===== src/rtl/slavefifo2b_pkt_gen.sv =====
// slavefifo2b_pkt_gen: FX3 Slave FIFO 2-bit write generator (stream / short packet / periodic ZLP); SLAVEFIFO_PRBS_EN selects PRBS-31 data
module slavefifo2b_pkt_gen #(
  parameter int DATA_W     = 32,
  parameter int LEN_W      = 12,
  parameter int GAP_CYCLES = 8,
  parameter int ZLP_PERIOD = 4
) (
  input  logic              clk_100,
  input  logic              reset_,
  input  logic              gen_en,
  input  logic [1:0]        mode_sel,
  input  logic [LEN_W-1:0]  short_len,
  input  logic              flaga_d,
  input  logic              flagb_d,
  output logic              slwr_,
  output logic              pktend_,
  output logic [DATA_W-1:0] data_out,
  output logic              pkt_done
);
  typedef enum logic [2:0] {IDLE, WAIT_FB, WRITE, WR_DLY, GAP, ZLP, ZPKT} state_t;
  state_t state_q, state_d;
  logic [1:0] mode_q, mode_d, mode_in;
  logic [LEN_W-1:0] len_q, len_d, wcnt_q, wcnt_d;
  logic [15:0] gcnt_q, gcnt_d, pcnt_q, pcnt_d;
  logic last_short, gap_end, writing;
`ifdef SLAVEFIFO_PRBS_EN
  localparam logic [30:0] SEED = 31'h7FFF_FFFF;
  logic [30:0] data_q, data_d, data_nx;
  logic [31:0] data_ext;
  assign data_nx  = {data_q[29:0], data_q[30] ^ data_q[27]};
  assign data_ext = {1'b0, data_q};
  assign data_out = data_ext[DATA_W-1:0];
`else
  localparam logic [DATA_W-1:0] SEED = '0;
  logic [DATA_W-1:0] data_q, data_d, data_nx;
  assign data_nx  = data_q + DATA_W'(1);
  assign data_out = data_q;
`endif
  assign mode_in    = (mode_sel == 2'b11) ? 2'b00 : mode_sel;
  assign last_short = (mode_q == 2'b01) && (wcnt_q == len_q - LEN_W'(1));
  assign gap_end    = gcnt_q == 16'(GAP_CYCLES - 1);
  assign writing    = (state_q == WRITE) || (state_q == WR_DLY);
  // State, latched configuration, counters and data word
  always_ff @(posedge clk_100 or negedge reset_) begin
    if (!reset_) begin
      state_q <= IDLE;
      mode_q  <= 2'b00;
      len_q   <= '0;
      wcnt_q  <= '0;
      gcnt_q  <= '0;
      pcnt_q  <= '0;
      data_q  <= SEED;
    end else begin
      state_q <= state_d;
      mode_q  <= mode_d;
      len_q   <= len_d;
      wcnt_q  <= wcnt_d;
      gcnt_q  <= gcnt_d;
      pcnt_q  <= pcnt_d;
      data_q  <= data_d;
    end
  end
  // Next state; mode/length are captured only when a packet is launched from IDLE
  always_comb begin
    state_d = state_q;
    mode_d  = mode_q;
    len_d   = len_q;
    wcnt_d  = wcnt_q;
    pcnt_d  = pcnt_q;
    gcnt_d  = (state_q == GAP) ? gcnt_q + 16'd1 : '0;
    data_d  = writing ? data_nx : (state_q == IDLE && !gen_en) ? SEED : data_q;
    case (state_q)
      IDLE: if (gen_en && flaga_d) begin
        mode_d  = mode_in;
        len_d   = short_len;
        state_d = (mode_in == 2'b01 && short_len == '0) ? ZLP : WAIT_FB;
      end
      WAIT_FB: if (flagb_d) begin
        state_d = WRITE;
        wcnt_d  = '0;
      end
      WRITE: begin
        wcnt_d  = wcnt_q + LEN_W'(1);
        state_d = last_short ? GAP : !flagb_d ? WR_DLY : WRITE;
      end
      WR_DLY: state_d = GAP;
      GAP: if (gap_end) begin
        if (mode_q == 2'b10 && pcnt_q == 16'(ZLP_PERIOD - 1)) begin
          pcnt_d  = '0;
          state_d = ZLP;
        end else begin
          pcnt_d  = (mode_q == 2'b10) ? pcnt_q + 16'd1 : pcnt_q;
          state_d = IDLE;
        end
      end
      ZLP:     state_d = flaga_d ? ZPKT : ZLP;
      ZPKT:    state_d = IDLE;
      default: state_d = IDLE;
    endcase
  end
  // Strobes decode from registered state only, so no input reaches an output combinationally
  always_comb begin
    slwr_    = !writing;
    pktend_  = !((state_q == WRITE && last_short) || state_q == ZPKT);
    pkt_done = (state_q == GAP && gap_end) || state_q == ZPKT;
  end
endmodule


===== config.mk =====
export PLATFORM = sky130hd
export DESIGN_NAME = slavefifo2b_pkt_gen
export DESIGN_NICKNAME = d
export VERILOG_FILES = /design/src/rtl/slavefifo2b_pkt_gen.sv
export SDC_FILE = /design/constraint.sdc
export NUM_CORES = 1
export LEC_CHECK = 0
export BUFFER_PORTS_ARGS = -buffer_cell sky130_fd_sc_hd__clkbuf_2
export CAP_MARGIN = 20
export CELL_PAD_IN_SITES_DETAIL_PLACEMENT = 0
export CELL_PAD_IN_SITES_GLOBAL_PLACEMENT = 1
export CORE_AREA = 2 2 103 105
export DETAILED_ROUTE_END_ITERATION = 12
export DIE_AREA = 0 0 105 107
export GPL_TIMING_DRIVEN = 1
export PLACE_DENSITY = 0.82
export SYNTH_ARGS = -nofsm -noshare
export SYNTH_HDL_FRONTEND = slang
export SYNTH_SLANG_ARGS = --single-unit

===== constraint.sdc =====
create_clock -name clk_100 -period 7.3 [get_ports clk_100]
set_input_delay 0.365 -clock clk_100 [delete_from_list [all_inputs] [get_ports clk_100]]
set_output_delay 0.365 -clock clk_100 [all_outputs]
set_load 0.02 [all_outputs]

==> flow_metrics.py <==
metrics = {
    "global_route": {
        "largest_net_degree_at_the_start_of_global_routing": 49,
        "globalRouteTotalUtil_pct": 19.98,
        "via_count_of_the_first_global_routing_pass": 3803,
        "wire_length_of_the_first_global_routing_pass_um": 18250,
        "antenna_found_initial": 0,
        "globalRouteOverflowTotal": 0,
    },
    "placement": {
        "port_buffers": 53,
        "dp_hpwl_um": 7638,
        "gpl.final_weighted_congestion": 0.8070,
    },
    "sta": {
        "max_slew.worst_pin.slew_ps": 852.1,
        "final_hold_vio_count": 6,
        "report.final.slew_viol_count": 0,
        "holdWs_ps": -17.95,
        "clock_skew_ps": 11.79,
        "final_tns_setup_ps": 0,
        "finalCritPeriodShare_pct": 48.73,
        "relSlewSlack_pct": 42.67,
        "max_clock_freq_ghz": 0.2811,
        "final_setup_violation_count": 0,
        "rsz0062_at_grt": "no",
        "finalCriticalPeriod_ps": 3558,
    },
    "critical_path": {
        "worstPathArrival_ps": 3190,
        "critical-path-top-delay-family": "simple AND/OR/NAND/NOR gates",
        "worst-endpoint-required_ps": 6930,
        "timing.critical_path.from_type": "register",
        "critical_path_buf_inv_count": 2,
        "setup.worst_path.end_class": "primary output",
        "timing.critical_path.fanout_max": 6,
        "worstPathCellList": "inv_1 -> ha_1 -> or4b_4 -> or4_1 -> o32ai_1 -> o22ai_1 -> nor4_2 -> o211ai_1 -> clkbuf_2",
        "critical_path.max_stage_delay_ps": 520,
        "critical_path_class": "register to primary output",
        "slowest_library_cell_on_the_worst_path": "or4b_4",
    },
    "worst_hold_path": {
        "hold_class": "input port to async pin",
    },
    "clock_tree": {
        "worst_setup_hold_path_clk_slew_ps": 100,
        "post_cts_resize_count": 0,
        "numCtsBuffers": 9,
        "tritoncts_clock_tree": "done",
        "clk_root_buffer_cell": "clkbuf_8",
        "hold_buffers": 0,
        "cts_post_setup_buffers_inserted": 0,
        "cts.sinks": 93,
        "clock_path_buffers": 2,
        "worst_skew_pair.late_latency_ps": 360,
        "h_tree_level_count": 3,
    },
    "die": {
        "die-area_um2": 11240,
        "core_region_um2": 10090,
        "starting_density_pct": 47.99,
        "die_h_um": 107,
        "ios": 54,
        "floorplan.die.width_um": 105,
        "num_rows": 37,
    },
    "synth": {
        "ys_top_cells_by_area": "dfrtp_1 (48%), nand2_1 (5.5%), o21ai_0 (4.5%)",
        "synth_area_per_cell_um2": 9.350,
        "postSynth.topFlopCell": "dfrtp_1",
        "syn-cell-area_um2": 4843,
        "yosys.area.top_type_share_pct": 48.05,
        "synth_compound_gate_area_share_pct": 10.10,
        "main_combinational_cell_family_by_area_after_synthesis": "simple AND/OR/NAND/NOR gates",
        "postSynth.asyncResetShare_pct": 100.0,
        "part_of_the_yosys_area_used_for_sequential_elements_pct": 48.05,
        "ys_seq_elements": 93,
        "post_synth_fa_ha_maj_area_fraction_pct": 1.292,
        "netlist-cell-type-count": 45,
        "synth_enable_flop_cells": 0,
        "synth.cells.most_frequent": "dfrtp_1 (93), nand2_1 (71), o21ai_0 (44)",
        "yosys.area_share.simple_pct": 26.27,
        "synthCells": 518,
        "synth.area.mux_share_pct": 4.986,
        "synth_fp_nets": 542,
        "yosys.area.top_type": "dfrtp_1",
        "post_synth_xor_area_fraction_pct": 7.052,
        "synthesis.yosys.warnings": 0,
        "synth.most_common_cell": "dfrtp_1",
    },
    "power": {
        "p_per_area_nw_per_um2": 275.5,
        "power.switching_uw": 527.7,
        "power_report.internal_total_uw": 992.1,
        "combinational_share_of_power_pct": 26.7,
        "power_frac_clock_pct": 28.2,
        "seqPwrFrac_pct": 45.0,
        "report.power.total_mw": 1.520,
        "leakagePower_nw": 2.475,
        "swShare_pct": 34.72,
        "worst_ir_drop_vdd_mv": 0.1806,
    },
    "cells_and_area": {
        "multi_input_area_um2": 2407,
        "post_route_cells_drive_above_1_share_pct": 15.77,
        "reg_area_um2": 2327,
        "layout-area-overhead-vs-synth_pct": 13.90,
        "antenna_cells": 0,
        "filler_cell_count": 969,
        "nNetsFinal": 596,
    },
    "outcome": {
        "run_status": "complete, but fails checks",
        "failed_checks": "negative hold slack",
    },
    "routing": {
        "routed_wl_per_cell_um": 15.02,
        "drcViolationCount": 0,
        "drt-pass1-iter-count": 4,
        "route.vias.total": 3911,
        "wirelength_um": 10710,
        "avgViaCountPerCell": 5.485,
        "route.antenna.remaining_nets": 0,
        "drt_first_iter_violations": 212,
    },
    "job": {
        "maxCapViolCount": 0,
    },
}
final timing paths:
path | cells past startpoint | slack, ps | endpoint | from
worst min register to register | 1 | 470 | gcnt_q[0] | gcnt_q[0]
worst min-delay path | 1 | -20 | gcnt_q[10] | reset_
min in group clk_100 | 3 | 240 | len_q[0] | short_len[0]
worst max-delay path | 9 | 3740 | pktend_ | len_q[0]
worst max register to register | 8 | 4530 | state_q[1] | len_q[0]
max in group asynchronous | 2 | 6270 | wcnt_q[2] | reset_
placed cells by master (no fill, tap or decap), types with 16 or more instances in the layout:
master / Yosys / layout
and3_1: 16 / 16
clkbuf_2: 0 / 52
dfrtp_1: 93 / 93
nand2_1: 71 / 71
nand3_1: 43 / 43
nand4_1: 19 / 19
nor2_1: 32 / 32
o21ai_0: 44 / 44
xnor2_1: 23 / 23
xor2_1: 16 / 16
per-stage QoR:
stage	area [um2]	instances	utilization [%]	hold WS (ps)	setup slack [ps]
2_1_floorplan	4843	518	-	69.41	4556
3_3_place_gp	5248	695	52.00	406.0	4233
3_5_place_dp	5248	695	52.00	409.1	4140
4_1_cts	5502	711	54.51	11.80	3748
5_1_grt	5517	713	54.66	38.13	3597
6_report	5517	713	54.66	-17.95	3742
registers in the layout (all words and copies together) (netlist names):
signal / flops
state_q: 3
data_out: 32
pcnt_q: 16
wcnt_q: 12
mode_q: 2
len_q: 12
gcnt_q: 16
power groups by stage:
stage	Sequential (mW)	Combinational (mW)	Clock [mW]
after floorplan	0.658	0.328	0
after global placement	0.688	0.402	0
after detailed placement	0.694	0.405	0
after CTS	0.683	0.407	0.437
after global routing	0.703	0.468	0.459
final	0.685	0.406	0.429
cell type report:
| cell class | count | area share (%) |
|---|---|---|
| Inverter | 14 | 0.9526 |
| Clock inverter | 6 | 2.109 |
| Sequential cell | 93 | 42.19 |
| Clock buffer | 10 | 2.495 |
| Timing Repair Buffer | 58 | 5.534 |
| Tap cell | 136 | 3.085 |
| Multi-Input combinational cell | 396 | 43.64 |
routing by layer:
layer	GRT usage, %	routed length [um]
met1	27.19	5252
met2	32.98	5052
met3	2.918	308
met4	6.571	98
met5	0	0
worst register-to-register path: stages, from the launching register on:
cell and delay [ps]:
dfrtp_1 430, inv_1 100, ha_1 240, or4b_4 520, or4_1 490, o32ai_1 130, o22ai_1 130, nor4_2 410
o211ai_1 180
cell families after synthesis:
kind of cell	after synthesis
xor gates and xnor gates	39
adders and majority gates	5
and+or+nand+nor	246
muxes	23
buffers and inverters	29
DFF	93
AOI/OAI and AO/OA	83
(Power assumes the default switching activity.)
